### src/rtl/conf_pkg.sv
`default_nettype none
// +----------------------------------------------------------------------+
// | Module   : conf_pkg                                                  |
// | Brief    : Shared constants for the configuration-stream loader:     |
// |            FSM state encoding and the broadcast tile address.        |
// | Revision : 1.0  initial release                                      |
// +----------------------------------------------------------------------+
package conf_pkg;

  // Width of the loader state register
  localparam int unsigned c_state_w = 2;

  // Loader FSM state encoding
  localparam logic [c_state_w-1:0] c_st_idle   = 2'd0;
  localparam logic [c_state_w-1:0] c_st_load   = 2'd1;
  localparam logic [c_state_w-1:0] c_st_skip   = 2'd2;
  localparam logic [c_state_w-1:0] c_st_commit = 2'd3;

  // Broadcast address is "all ones" in the header ID field. It is kept wide
  // here and sliced down to the ID width by each loader instance.
  localparam logic [63:0] c_bcast_all = '1;

endpackage : conf_pkg
`default_nettype wire

### src/rtl/conf_loader.sv
`default_nettype none
// +----------------------------------------------------------------------+
// | Module   : conf_loader                                               |
// | Brief    : Per-tile configuration loader. Consumes a word stream of  |
// |            frames (header + NWORDS payload words), collects frames   |
// |            addressed to this tile (or broadcast) into a shadow       |
// |            register and commits them atomically to conf.            |
// | Revision : 1.0  initial release                                      |
// +----------------------------------------------------------------------+
module conf_loader
  import conf_pkg::*;
#(
  parameter int WORD      = 8,
  parameter int CONF_BITS = 64,
  parameter int TILE_ID   = 0,
  parameter int NWORDS    = (CONF_BITS + WORD - 1) / WORD
) (
  input  logic                 clk,
  input  logic                 rst,
  input  logic [WORD-1:0]      in_data,
  input  logic                 in_valid,
  output logic                 in_ready,
  output logic [CONF_BITS-1:0] conf,
  output logic                 cset,
  output logic                 busy,
  output logic                 err
);

  // Payload word counter must be able to hold NWORDS itself
  localparam int c_cnt_w = (NWORDS < 1) ? 1 : $clog2(NWORDS + 1);

  // Number of stream words actually needed to cover the conf register
  localparam int c_used_words = (CONF_BITS + WORD - 1) / WORD;

  // Header ID field constants, sized to the WORD-1 bit ID field
  localparam logic [WORD-2:0] c_tile_id  = (WORD-1)'(TILE_ID);
  localparam logic [WORD-2:0] c_bcast_id = c_bcast_all[WORD-2:0];

  // Counter value of the final payload word in a frame
  localparam logic [c_cnt_w-1:0] c_last_cnt = c_cnt_w'(NWORDS - 1);

  // ------------------------------------------------------------------
  // Declarations
  // ------------------------------------------------------------------
  logic [c_state_w-1:0] r_state;
  logic [c_state_w-1:0] w_next_state;
  logic [c_cnt_w-1:0]   r_cnt;
  logic [CONF_BITS-1:0] w_shadow;
  logic [CONF_BITS-1:0] r_conf;
  logic                 r_cset;
  logic                 r_err;

  logic                 w_ready;
  logic                 w_busy;
  logic                 w_accept;
  logic                 w_hdr_accept;
  logic                 w_load_accept;
  logic                 w_skip_accept;
  logic                 w_last_word;
  logic [WORD-2:0]      w_hdr_id;
  logic                 w_hdr_rsvd;
  logic                 w_hdr_match;

  // ------------------------------------------------------------------
  // Handshake and header decode
  // ------------------------------------------------------------------
  assign w_accept      = in_valid & w_ready;
  assign w_hdr_accept  = w_accept & (r_state == c_st_idle);
  assign w_load_accept = w_accept & (r_state == c_st_load);
  assign w_skip_accept = w_accept & (r_state == c_st_skip);
  assign w_last_word   = (r_cnt == c_last_cnt);

  assign w_hdr_id      = in_data[WORD-2:0];
  assign w_hdr_rsvd    = in_data[WORD-1];
  assign w_hdr_match   = (w_hdr_id == c_tile_id) || (w_hdr_id == c_bcast_id);

  // ------------------------------------------------------------------
  // FSM: state register
  // ------------------------------------------------------------------
  // Hold current loader state; reset always returns to IDLE
  always_ff @(posedge clk or negedge rst) begin
    if (!rst) begin
      r_state <= c_st_idle;
    end else begin
      r_state <= w_next_state;
    end
  end

  // ------------------------------------------------------------------
  // FSM: next-state logic
  // ------------------------------------------------------------------
  // Header routes to LOAD/SKIP; the last payload word ends the frame
  always_comb begin
    w_next_state = r_state;
    case (r_state)
      c_st_idle: begin
        if (w_accept) begin
          // A reserved-bit header is never trusted, even if its ID matches
          if (w_hdr_rsvd) begin
            w_next_state = c_st_skip;
          end else if (w_hdr_match) begin
            w_next_state = c_st_load;
          end else begin
            w_next_state = c_st_skip;
          end
        end
      end
      c_st_load: begin
        if (w_accept && w_last_word) begin
          w_next_state = c_st_commit;
        end
      end
      c_st_skip: begin
        if (w_accept && w_last_word) begin
          w_next_state = c_st_idle;
        end
      end
      c_st_commit: begin
        w_next_state = c_st_idle;
      end
      default: begin
        w_next_state = c_st_idle;
      end
    endcase
  end

  // ------------------------------------------------------------------
  // FSM: state-decoded outputs
  // ------------------------------------------------------------------
  // Ready and busy are pure functions of state, so no in_valid->in_ready path
  always_comb begin
    w_ready = 1'b1;
    w_busy  = 1'b1;
    case (r_state)
      c_st_idle: begin
        w_ready = 1'b1;
        w_busy  = 1'b0;
      end
      c_st_load, c_st_skip: begin
        w_ready = 1'b1;
        w_busy  = 1'b1;
      end
      c_st_commit: begin
        w_ready = 1'b0;
        w_busy  = 1'b1;
      end
      default: begin
        w_ready = 1'b1;
        w_busy  = 1'b1;
      end
    endcase
  end

  // ------------------------------------------------------------------
  // Payload word counter
  // ------------------------------------------------------------------
  // Restart at every header, advance on each accepted payload word
  always_ff @(posedge clk or negedge rst) begin
    if (!rst) begin
      r_cnt <= '0;
    end else if (w_hdr_accept) begin
      r_cnt <= '0;
    end else if (w_load_accept || w_skip_accept) begin
      r_cnt <= r_cnt + c_cnt_w'(1);
    end
  end

  // ------------------------------------------------------------------
  // Shadow register, one slice per payload word
  // ------------------------------------------------------------------
  // The final slice may be narrower than WORD; the excess payload bits of
  // that word are simply never stored.
  for (genvar k = 0; k < c_used_words; k++) begin : g_shadow_word
    localparam int  c_lo   = k * WORD;
    localparam int  c_hi   = ((k + 1) * WORD > CONF_BITS) ? (CONF_BITS - 1)
                                                          : ((k + 1) * WORD - 1);
    localparam int  c_w    = c_hi - c_lo + 1;
    localparam bit  c_live = (k < NWORDS);

    logic [c_w-1:0] r_part;

    // Capture payload word k while loading a frame addressed to this tile
    always_ff @(posedge clk or negedge rst) begin
      if (!rst) begin
        r_part <= '0;
      end else if (c_live && w_load_accept && (r_cnt == c_cnt_w'(k))) begin
        r_part <= in_data[c_w-1:0];
      end
    end

    assign w_shadow[c_hi:c_lo] = r_part;
  end

  // ------------------------------------------------------------------
  // Committed configuration and strobe
  // ------------------------------------------------------------------
  // conf only moves in COMMIT, so partial or foreign frames never show up
  always_ff @(posedge clk or negedge rst) begin
    if (!rst) begin
      r_conf <= '0;
    end else if (r_state == c_st_commit) begin
      r_conf <= w_shadow;
    end
  end

  // Strobe lands in the same cycle the new conf value first appears
  always_ff @(posedge clk or negedge rst) begin
    if (!rst) begin
      r_cset <= 1'b0;
    end else begin
      r_cset <= (r_state == c_st_commit);
    end
  end

  // Sticky flag for a header carrying the reserved top bit
  always_ff @(posedge clk or negedge rst) begin
    if (!rst) begin
      r_err <= 1'b0;
    end else if (w_hdr_accept && w_hdr_rsvd) begin
      r_err <= 1'b1;
    end
  end

  assign in_ready = w_ready;
  assign busy     = w_busy;
  assign conf     = r_conf;
  assign cset     = r_cset;
  assign err      = r_err;

endmodule : conf_loader
`default_nettype wire
### config.mk
export PLATFORM = sky130hd
export DESIGN_NAME = conf_loader
export DESIGN_NICKNAME = d
export VERILOG_FILES = /design/src/rtl/conf_pkg.sv /design/src/rtl/conf_loader.sv
export SDC_FILE = /design/constraint.sdc
export NUM_CORES = 1
export LEC_CHECK = 0
export CAP_MARGIN = 20
export CORE_UTILIZATION = 56
export CTS_BUF_LIST = sky130_fd_sc_hd__clkbuf_8
export DETAILED_ROUTE_END_ITERATION = 12
export GPL_TIMING_DRIVEN = 0
export PLACE_DENSITY = 0.82
export SETUP_SLACK_MARGIN = 0.4
export SLEW_MARGIN = 25
export SYNTH_ARGS = -nofsm -noshare
export SYNTH_HDL_FRONTEND = slang
export SYNTH_SLANG_ARGS = --single-unit
### constraint.sdc
create_clock -name clk -period 1.9 [get_ports clk]
set_input_delay 0.19 -clock clk [delete_from_list [all_inputs] [get_ports clk]]
set_output_delay 0.19 -clock clk [all_outputs]
set_load 0.02 [all_outputs]
==> impl_metrics.json, run 1 <==
{
  "status": "completed",
  "slew_violations": 0,
  "place_hpwl_um": 6600,
  "clk-insertion-delay-late_ns": 0.43,
  "hold_path_class": "primary input to flip-flop",
  "path_buf_inv": 3,
  "crit_family": "buffers and inverters",
  "cp-end-kind": "flip-flop",
  "drtIter0Drc": 225,
  "cpPeakStageDelay_ns": 0.38,
  "clk_pin_slew_ns": 0.08,
  "min_period_over_period_pct": 91.6,
  "antenna_found_initial": 0,
  "syn_inst": 343,
  "p_leak_nw": 3.72,
  "fin_total_pwr_mw": 10.9,
  "grt_pass1_vias": 3522,
  "htree_levels": 4,
  "cp-start-kind": "flip-flop",
  "post_synth_fa_ha_maj_area_fraction_pct": 1.12,
  "seqCellArea_sq_um": 3410,
  "cp.required_ns": 2.21,
  "die_h_um": 100,
  "final_nets": 483,
  "path_class": "flip-flop to flip-flop",
  "ant_nets": 0,
  "synth_top_family_by_area": "multiplexers",
  "syn_nets": 358,
  "arrival_ns": 2.05,
  "grt_use_total_pct": 26.7,
  "rsz0062_at_grt": "yes",
  "finalSetupViolCount": 0,
  "start_util_pct": 57.9,
  "nFillCells": 543,
  "p_per_area_nw_per_um2": 1500,
  "ios": 79,
  "yosysTopAreaCell": "dfrtp_1",
  "drt-wirelength-per-cell_um": 20.9,
  "peakVddDrop_mv": 0.881,
  "relSlewSlack_pct": 47.3,
  "cts-root-buf": "clkbuf_8",
  "drive_gt1_share_pct": 48.6,
  "hold_viol": 0,
  "synth_simple_gate_area_share_pct": 4.75,
  "vias": 3374,
  "drt_pass1_iterations": 5,
  "whs_ns": 0.122,
  "cts_tree": "yes",
  "synthTopCellsByArea": "dfrtp_1 (63%), mux2_2 (27%), ha_1 (0.93%), nor4b_4 (0.88%), buf_2 (0.84%)",
  "grt_first_pass_wirelength_um": 19500,
  "finalCriticalPeriod_ns": 1.74,
  "synth-warning-count": 0,
  "gp_congestion": 0.791,
  "synth_top_area_share_pct": 63.3,
  "cap_viol_max_count": 0,
  "post-place-ws_ns": 0.0409,
  "die_area_sq_um": 9990,
  "rows": 35,
  "worst_slew_pin_slew_ns": 0.791,
  "ys_seq_area_share_pct": 63.3,
  "diodes": 0,
  "synth_cell_types": 36,
  "synth_mux_area_share_pct": 26.8,
  "netlist_area_sq_um": 5370,
  "ys_seq_elements": 136,
  "clockBufferDepth": 2,
  "grt_max_degree": 70,
  "wl_um": 12800,
  "cts_made_buffers": 17,
  "synth-xor-area-share_pct": 0,
  "max_freq_ghz": 0.574,
  "io_buffers": 70,
  "fp.coreArea_sq_um": 9280,
  "worst_slack_ns": 0.159,
  "critPathSlowestCell": "dfrtp_1",
  "multi_input_area_sq_um": 2050,
  "grt_overflow": 0,
  "synth_compound_area_share_pct": 1.63,
  "viasPerCell": 5.53,
  "syn_avg_cell_area_sq_um": 15.7,
  "syn_to_final_growth_pct": 35.4,
  "finClkSkew_ns": 0.00917,
  "drc": 0,
  "die_x_um": 100,
  "worstPathMaxFanout": 8,
  "clock_sinks": 136,
  "crit_chain": "buf_6 > inv_1 > nor4_4 > buf_4 > nand3b_4 > mux2_2"
}
[routing by layer]
metal  wire length, um  vias to the layer above  share of wire, %  GRT usage [%]
li1                  -                     1462                 -              -
met1              5430                     1740                42           35.9
met2              6300                      148                49           42.4
met3               768                       24               6.0           5.92
met4               275                        0               2.2           11.8
met5                 0                        -                 0              0
[cell usage after synthesis]
cell and instances:
dfrtp_1 136, mux2_2 127, buf_2 9, nand2_1 7
clkbuf_1 6, inv_1 5, nor2_1 5, ha_1 4
o21ai_0 4, buf_1 3, nand2b_1 3, a21oi_1 2
a31oi_1 2, and3_1 2, clkbuf_2 2, nand3b_1 2
nand4_1 2, nand4b_1 2, nor4_1 2, nor4b_4 2
a221o_1 1, a311o_1 1, a31o_2 1, buf_4 1
buf_6 1, maj3_1 1, mux2_1 1, nand2_2 1
nand3b_2 1, nor2_2 1, nor3_2 1, nor4_2 1
nor4_4 1, o221ai_1 1, o31ai_1 1, or2_2 1
[where the power goes]
group          total (mW)  switching, mW  internal (mW)
combinational        3.49           1.69           1.80
clock                2.78           1.17           1.61
sequential           4.68          0.634           4.04
total                10.9           3.49           7.45
[worst paths after layout]
path / slack [ns] / endpoint / cells after the start / from
max: 0.16 / g_shadow_word[3].r_part[3] / 6 / r_state[0]
min: 0.12 / r_cnt[2] / 2 / in_valid
max reg2reg: 0.16 / g_shadow_word[3].r_part[3] / 6 / r_state[0]
min reg2reg: 0.50 / conf[30] / 1 / g_shadow_word[3].r_part[6]
max in group asynchronous: 0.91 / r_state[1] / 3 / rst
min in group asynchronous: 0.29 / conf[11] / 2 / rst
[kinds of logic after synthesis]
family	Yosys count
mux	128
fa+ha+maj	5
compound gates	13
flops	136
buf+inv	27
simple gates	34
[state kept, by name, indices dropped and copies added (netlist names)]
register	flops
conf	64
cset	1
err	1
g_shadow_word.r_part	64
r_cnt	4
r_state	2
[area by class of cell]
class	count	area share [%]
sequential	136	46.8
multi-input combinational	180	28.2
timing repair buffer	106	13.5
clock buffer	18	3.40
clock inverter	14	3.01
buffer	22	2.53
tap	129	2.22
inverter	5	0.292
[through the flow]
step	cells	cell area [sq um]	TNS [ns]	util, %
global route	610	7280	0	78.4
CTS	601	7120	0	76.7
floorplan	343	5410	0	-
detailed placement	543	6300	0	67.9
finish	610	7280	0	78.4
global placement	542	6270	-607.63	67.5
[placed cells by master, fill, tap and decap left out, types with 4 or more instances in the layout]
cell type / netlist / final
dfrtp_1: 136 / 134
mux2_2: 127 / 96
dlygate4sd2_1: 0 / 66
mux2_4: 0 / 32
buf_4: 1 / 27
clkbuf_8: 0 / 20
buf_6: 1 / 12
nand2_1: 7 / 6
nor2_1: 5 / 5
bufinv_16: 0 / 5
clkbuf_1: 6 / 4
o21ai_0: 4 / 4
[timing repair]
item	4_1_cts	5_1_grt
pin swaps	11	3
gates cloned	0	1
setup endpoints to repair	181	116
hold buffers	1	0
setup buffers	25	8
resized for setup	128	23
endpoints found under the hold margin	68	0
No activity file was read; power rests on OpenSTA's default activity.
==> run 2: changes to the inputs <==
--- a/config.mk
+++ b/config.mk
@@ -6,12 +6,13 @@
 export NUM_CORES = 1
 export LEC_CHECK = 0
 export CAP_MARGIN = 20
-export CORE_UTILIZATION = 56
+export CORE_UTILIZATION = 65
 export CTS_BUF_LIST = sky130_fd_sc_hd__clkbuf_8
 export DETAILED_ROUTE_END_ITERATION = 12
+export DONT_BUFFER_PORTS = 1
 export GPL_TIMING_DRIVEN = 0
-export PLACE_DENSITY = 0.82
-export SETUP_SLACK_MARGIN = 0.4
+export PLACE_DENSITY = 0.81
+export SETUP_SLACK_MARGIN = 0.2
 export SLEW_MARGIN = 25
 export SYNTH_ARGS = -nofsm -noshare
 export SYNTH_HDL_FRONTEND = slang
==> impl_metrics.json, run 2 (synthesized netlist as in run 1, its figures left out) <==
{
  "grt_pass1_vias": 3032,
  "whs_ns": -0.542,
  "p_leak_nw": 2.94,
  "multi_input_area_sq_um": 1880,
  "vias": 2899,
  "drt-wirelength-per-cell_um": 20.8,
  "die_x_um": 92.9,
  "wl_um": 10100,
  "worst_slew_pin_slew_ns": 0.683,
  "cp-start-kind": "flip-flop",
  "path_class": "flip-flop to flip-flop",
  "finClkSkew_ns": 0.0134,
  "finalCriticalPeriod_ns": 1.65,
  "layout_commonest_cell": "dfrtp_1",
  "fin_total_pwr_mw": 9.45,
  "rsz0062_at_grt": "yes",
  "drc": 0,
  "p_per_area_nw_per_um2": 1560,
  "peakVddDrop_mv": 1.03,
  "final_core_util_pct": 77.4,
  "min_period_over_period_pct": 86.6,
  "slew_violations": 0,
  "nFillCells": 467,
  "grt_overflow": 0,
  "final_nets": 387,
  "die_area_sq_um": 8640,
  "cts_made_buffers": 17,
  "cts_tree": "yes",
  "rows": 32,
  "clk_pin_slew_ns": 0.08,
  "seqCellArea_sq_um": 3400,
  "status": "finished, violations left",
  "htree_levels": 4,
  "tns_ns": 0,
  "grt_first_pass_wirelength_um": 16400,
  "ant_nets": 0,
  "cp.required_ns": 2.20,
  "dpl_cell_area_sq_um": 5500,
  "clk-insertion-delay-late_ns": 0.42,
  "worstPathMaxFanout": 10,
  "cp-end-kind": "flip-flop",
  "finalInstanceArea_sq_um": 6070,
  "drive_gt1_share_pct": 50.6,
  "fp.coreArea_sq_um": 7850,
  "io_buffers": 0,
  "arrival_ns": 1.95,
  "max_freq_ghz": 0.608,
  "diodes": 0,
  "start_util_pct": 68.5,
  "gp_congestion": 0.856,
  "hold_path_class": "primary input to asynchronous set/reset pin",
  "clock_sinks": 136,
  "worst_slack_ns": 0.254,
  "drtIter0Drc": 246,
  "grt_max_degree": 137,
  "viasPerCell": 5.95,
  "syn_to_final_growth_pct": 13.0,
  "finalSetupViolCount": 0,
  "cts-root-buf": "clkbuf_8",
  "drt_pass1_iterations": 4,
  "post-place-ws_ns": 0.0201,
  "ios": 79,
  "place_hpwl_um": 6020,
  "final_cell_mix": "dfrtp_1 (135), mux2_2 (127), clkbuf_8 (17)",
  "clockBufferDepth": 2,
  "relSlewSlack_pct": 54.5,
  "die_h_um": 92.9,
  "cap_viol_max_count": 0,
  "grt_use_total_pct": 26.0,
  "failed_checks": "negative hold slack",
  "hold_viol": 136,
  "antenna_found_initial": 0
}
run 2: critical path: stages (launching register included):
cell      delay (ns)
dfrtp_1         0.33
buf_4           0.16
nand2b_1        0.08
buf_6           0.16
nor4b_4         0.27
buf_6           0.18
mux2_2          0.35
run 2: per-stage QoR:
step	hold WS, ns	std cells
global placement	-0.102	445
global route	-0.586	487
detailed placement	-0.103	445
floorplan	-0.106	343
finish	-0.542	487
CTS	-0.571	483
run 2: cell type report:
type / instances / area share [%]
well taps: 102 / 2.10
plain buffers: 22 / 2.10
flip-flops and latches: 136 / 56.1
repair buffers: 9 / 1.30
multi-input cells: 181 / 31.0
inverters: 5 / 0.309
clock inverters: 15 / 3.28
clock buffers: 17 / 3.85
run 2: where the power goes:
group | internal [mW] | switching [mW] | leakage (nW)
Sequential | 4.04 | 1.38 | 1.79
Clock | 1.43 | 1.11 | 0.210
Combinational | 0.948 | 0.547 | 0.942
run 2: repair_timing:
action | 4_1_cts | 5_1_grt
gates resized for setup | 7 | 14
pin swaps | 1 | 6
buffers inserted | 6 | 3
setup endpoints to repair | 80 | 84
hold endpoints to repair | 136 | 136
gates cloned | 0 | 1
run 2: final timing paths:
path / endpoint / start / cells after the start / slack [ns]
max: g_shadow_word[5].r_part[7] / r_state[0] / 6 / 0.25
min: conf[17] / rst / 0 / -0.54
max reg2reg: g_shadow_word[5].r_part[7] / r_state[0] / 6 / 0.25
min reg2reg: g_shadow_word[6].r_part[7] / g_shadow_word[6].r_part[7] / 1 / 0.50
max in group asynchronous: r_cnt[1] / rst / 0 / 2.20
min in group clk: r_cnt[2] / in_valid / 2 / 0.09
run 2: routing by layer:
metal / part of all wire, % / vias up / GRT usage [%]
met2: 49 / 95 / 38.8
met5: 0 / - / 0
li1: - / 1291 / -
met1: 42 / 1498 / 35.4
met3: 7.4 / 15 / 9.77
met4: 1.7 / 0 / 8.97
==> run 3: changes to the inputs <==
--- a/config.mk
+++ b/config.mk
@@ -5,13 +5,13 @@
 export SDC_FILE = /design/constraint.sdc
 export NUM_CORES = 1
 export LEC_CHECK = 0
+export ABC_AREA = 1
 export CAP_MARGIN = 20
-export CORE_UTILIZATION = 65
-export CTS_BUF_LIST = sky130_fd_sc_hd__clkbuf_8
+export CORE_UTILIZATION = 62
 export DETAILED_ROUTE_END_ITERATION = 12
 export DONT_BUFFER_PORTS = 1
 export GPL_TIMING_DRIVEN = 0
-export PLACE_DENSITY = 0.81
+export PLACE_DENSITY = 0.78
 export SETUP_SLACK_MARGIN = 0.2
 export SLEW_MARGIN = 25
 export SYNTH_ARGS = -nofsm -noshare
==> constraint.sdc (replaced) <==
create_clock -name clk -period 1.68 [get_ports clk]
set_input_delay 0.168 -clock clk [delete_from_list [all_inputs] [get_ports clk]]
set_output_delay 0.168 -clock clk [all_outputs]
set_load 0.02 [all_outputs]
==> impl_metrics.json, run 3 <==
{
  "ys_seq_elements": 136,
  "place_hpwl_um": 7410,
  "cp.required_ns": 2.11,
  "vias": 3961,
  "ys_seq_area_share_pct": 64.5,
  "yosysMostFrequentCell": "nand2_1",
  "post-place-ws_ns": 0.193,
  "async_flop_share_pct": 100,
  "crit_chain": "ha_1 > inv_1 > nor2_2 > nand2_1 > nand2_1 > nand3_1 > a21oi_1",
  "htree_levels": 4,
  "antenna_found_initial": 0,
  "crit_path_frequent_cell": "nand2_1",
  "min_period_over_period_pct": 89.9,
  "cp-start-kind": "flip-flop",
  "die_h_um": 94.3,
  "synth_top_family_by_area": "simple AND/OR/NAND/NOR gates",
  "grt_overflow": 0,
  "layout_commonest_cell": "nand2_1",
  "finClkSkew_ns": 0.00463,
  "worstReg2RegStart": "r_cnt[0]",
  "yosys-top-cells-count": "nand2_1 (221), dfrtp_1 (136), o21ai_0 (77)",
  "grt_pass1_vias": 3839,
  "syn_avg_cell_area_sq_um": 9.53,
  "finalSetupViolCount": 0,
  "syn_nets": 569,
  "synth_edf_count": 0,
  "cts_made_buffers": 17,
  "ctsHoldBuffers": 9,
  "synth_top_area_share_pct": 64.5,
  "viasPerCell": 5.58,
  "status": "finished, violations left",
  "clk-insertion-delay-late_ns": 0.52,
  "yosysTopAreaCell": "dfrtp_1",
  "drtIter0Drc": 256,
  "diodes": 0,
  "cp-end-kind": "flip-flop",
  "cpPeakStageDelay_ns": 0.42,
  "grt_max_degree": 137,
  "start_util_pct": 64.3,
  "rsz0062_at_grt": "yes",
  "path_class": "flip-flop to flip-flop",
  "critPathSlowestCell": "dfrtp_1",
  "relSlewSlack_pct": 68.3,
  "arrival_ns": 1.94,
  "max_freq_ghz": 0.662,
  "rr_endpoint": "r_state[0]",
  "clockBufferDepth": 2,
  "post_synth_fa_ha_maj_area_fraction_pct": 0.948,
  "synth_compound_area_share_pct": 9.24,
  "clock_sinks": 136,
  "grt_first_pass_wirelength_um": 19100,
  "grt_use_total_pct": 29.6,
  "worst_slew_pin_slew_ns": 0.476,
  "hold_viol": 136,
  "wl_um": 12600,
  "dpl_cell_area_sq_um": 5410,
  "whs_ns": -0.665,
  "cap_viol_max_count": 0,
  "synth_simple_gate_area_share_pct": 19.3,
  "hold_path_class": "primary input to asynchronous set/reset pin",
  "nFillCells": 514,
  "die_x_um": 94.3,
  "worst_slack_ns": 0.169,
  "tns_ns": 0,
  "peakVddDrop_mv": 0.811,
  "synth_mux_area_share_pct": 0,
  "syn_inst": 554,
  "final_nets": 607,
  "fin_total_pwr_mw": 8.87,
  "final_cell_mix": "nand2_1 (221), dfrtp_1 (134), o21ai_0 (77)",
  "reg2reg_slack_ns": 0.17,
  "path_buf_inv": 1,
  "drive_gt1_share_pct": 13.2,
  "cts_tree": "yes",
  "slew_violations": 0,
  "drc": 0,
  "finalCriticalPeriod_ns": 1.51,
  "drt_pass1_iterations": 5,
  "fp.coreArea_sq_um": 8220,
  "synth-main-ff-cell": "dfrtp_1",
  "io_buffers": 0,
  "crit_family": "simple AND/OR/NAND/NOR gates",
  "die_area_sq_um": 8890,
  "syn_to_final_growth_pct": 18.1,
  "p_leak_nw": 3.19,
  "gp_congestion": 0.814,
  "failed_checks": "negative hold slack",
  "clk_pin_slew_ns": 0.06,
  "ant_nets": 0,
  "ios": 79,
  "drt-wirelength-per-cell_um": 17.8,
  "cts-root-buf": "clkbuf_8",
  "rows": 33,
  "synth-xor-area-share_pct": 0.166,
  "p_per_area_nw_per_um2": 1420,
  "synth-warning-count": 0,
  "synthTopCellsByArea": "dfrtp_1 (64%), nand2_1 (16%), o21ai_0 (7.3%), inv_1 (2.8%), buf_6 (1.7%)",
  "finalInstanceArea_sq_um": 6240,
  "synth_cell_types": 21,
  "worstPathMaxFanout": 4,
  "netlist_area_sq_um": 5280,
  "r2r_cells": 7
}
## run 3: cell count changes in the layout (fill, tap and decap cells not counted), moves of 16 or more
| cell | change |
|---|---|
| clkbuf_8 | -16 |
| nand2_1 | +214 |
| clkbuf_16 | +16 |
| o21ai_0 | +73 |
| mux2_2 | -127 |
| inv_1 | +33 |
## run 3: worst reg2reg max path: stages (launching register included)
cell     delay [ns]
dfrtp_1        0.42
ha_1           0.24
inv_1          0.09
nor2_2         0.17
nand2_1        0.11
nand2_1        0.12
nand3_1        0.11
a21oi_1        0.18
## run 3: cells by family (layout without fill, tap and decap cells)
group                    count (synthesis)  in the layout
adder cells (fa/ha/maj)                  4              4
buffers and inverters                   64            115
XOR/XNOR                                 1              1
flip-flops                             136            136
AO/OA/AOI/OAI                           97             97
AND/OR/NAND/NOR                        252            252
## run 3: worst max-delay path by stage
stage	start	endpoint	slack [ns]	cells after the start
final	r_cnt[0]	r_state[0]	0.17	7
after CTS	r_state[1]	busy	0.14	2
after global placement	r_state[0]	conf[0]	0.26	4
after global routing	r_cnt[0]	r_state[0]	0.06	7
after detailed placement	r_state[0]	conf[62]	0.19	4
after floorplan	r_state[1]	g_shadow_word[4].r_part[0]	0.47	7
## run 3: final cells by class
class	count	area [sq um]	area share, %
Inverter	43	166	2.67
Clock inverter	14	174	2.79
Tap cell	105	131	2.11
Multi-Input combinational cell	354	1620	25.9
Clock buffer	18	418	6.70
Buffer	21	158	2.53
Timing Repair Buffer	19	165	2.65
Sequential cell	136	3410	54.6
## run 3: what timing repair did
action	4_1_cts	5_1_grt
setup buffers	0	9
hold endpoints to repair	186	136
pin swaps	0	3
endpoints found under the setup margin	3	54
gates cloned	0	1
resized for setup	4	16
## run 3: per-stage QoR
step           util, %  instances
2_1_floorplan        -        554
3_3_place_gp      65.9        659
3_5_place_dp      65.9        659
4_1_cts           74.3        700
5_1_grt           75.9        710
6_report          75.9        710
## run 3: power breakdown
group          total, mW  switching (mW)  internal (mW)
Combinational      0.857           0.568          0.289
Sequential          4.31           0.638           3.67
Clock               3.70            1.44           2.27
Total               8.87            2.64           6.23
## run 3: layer usage
metal	share of wire, %	up-vias	GRT usage [%]
met1	40	1942	37.8
li1	-	1818	-
met5	0	-	0
met3	8.2	31	8.66
met4	2.2	0	10.5
met2	50	170	48.2
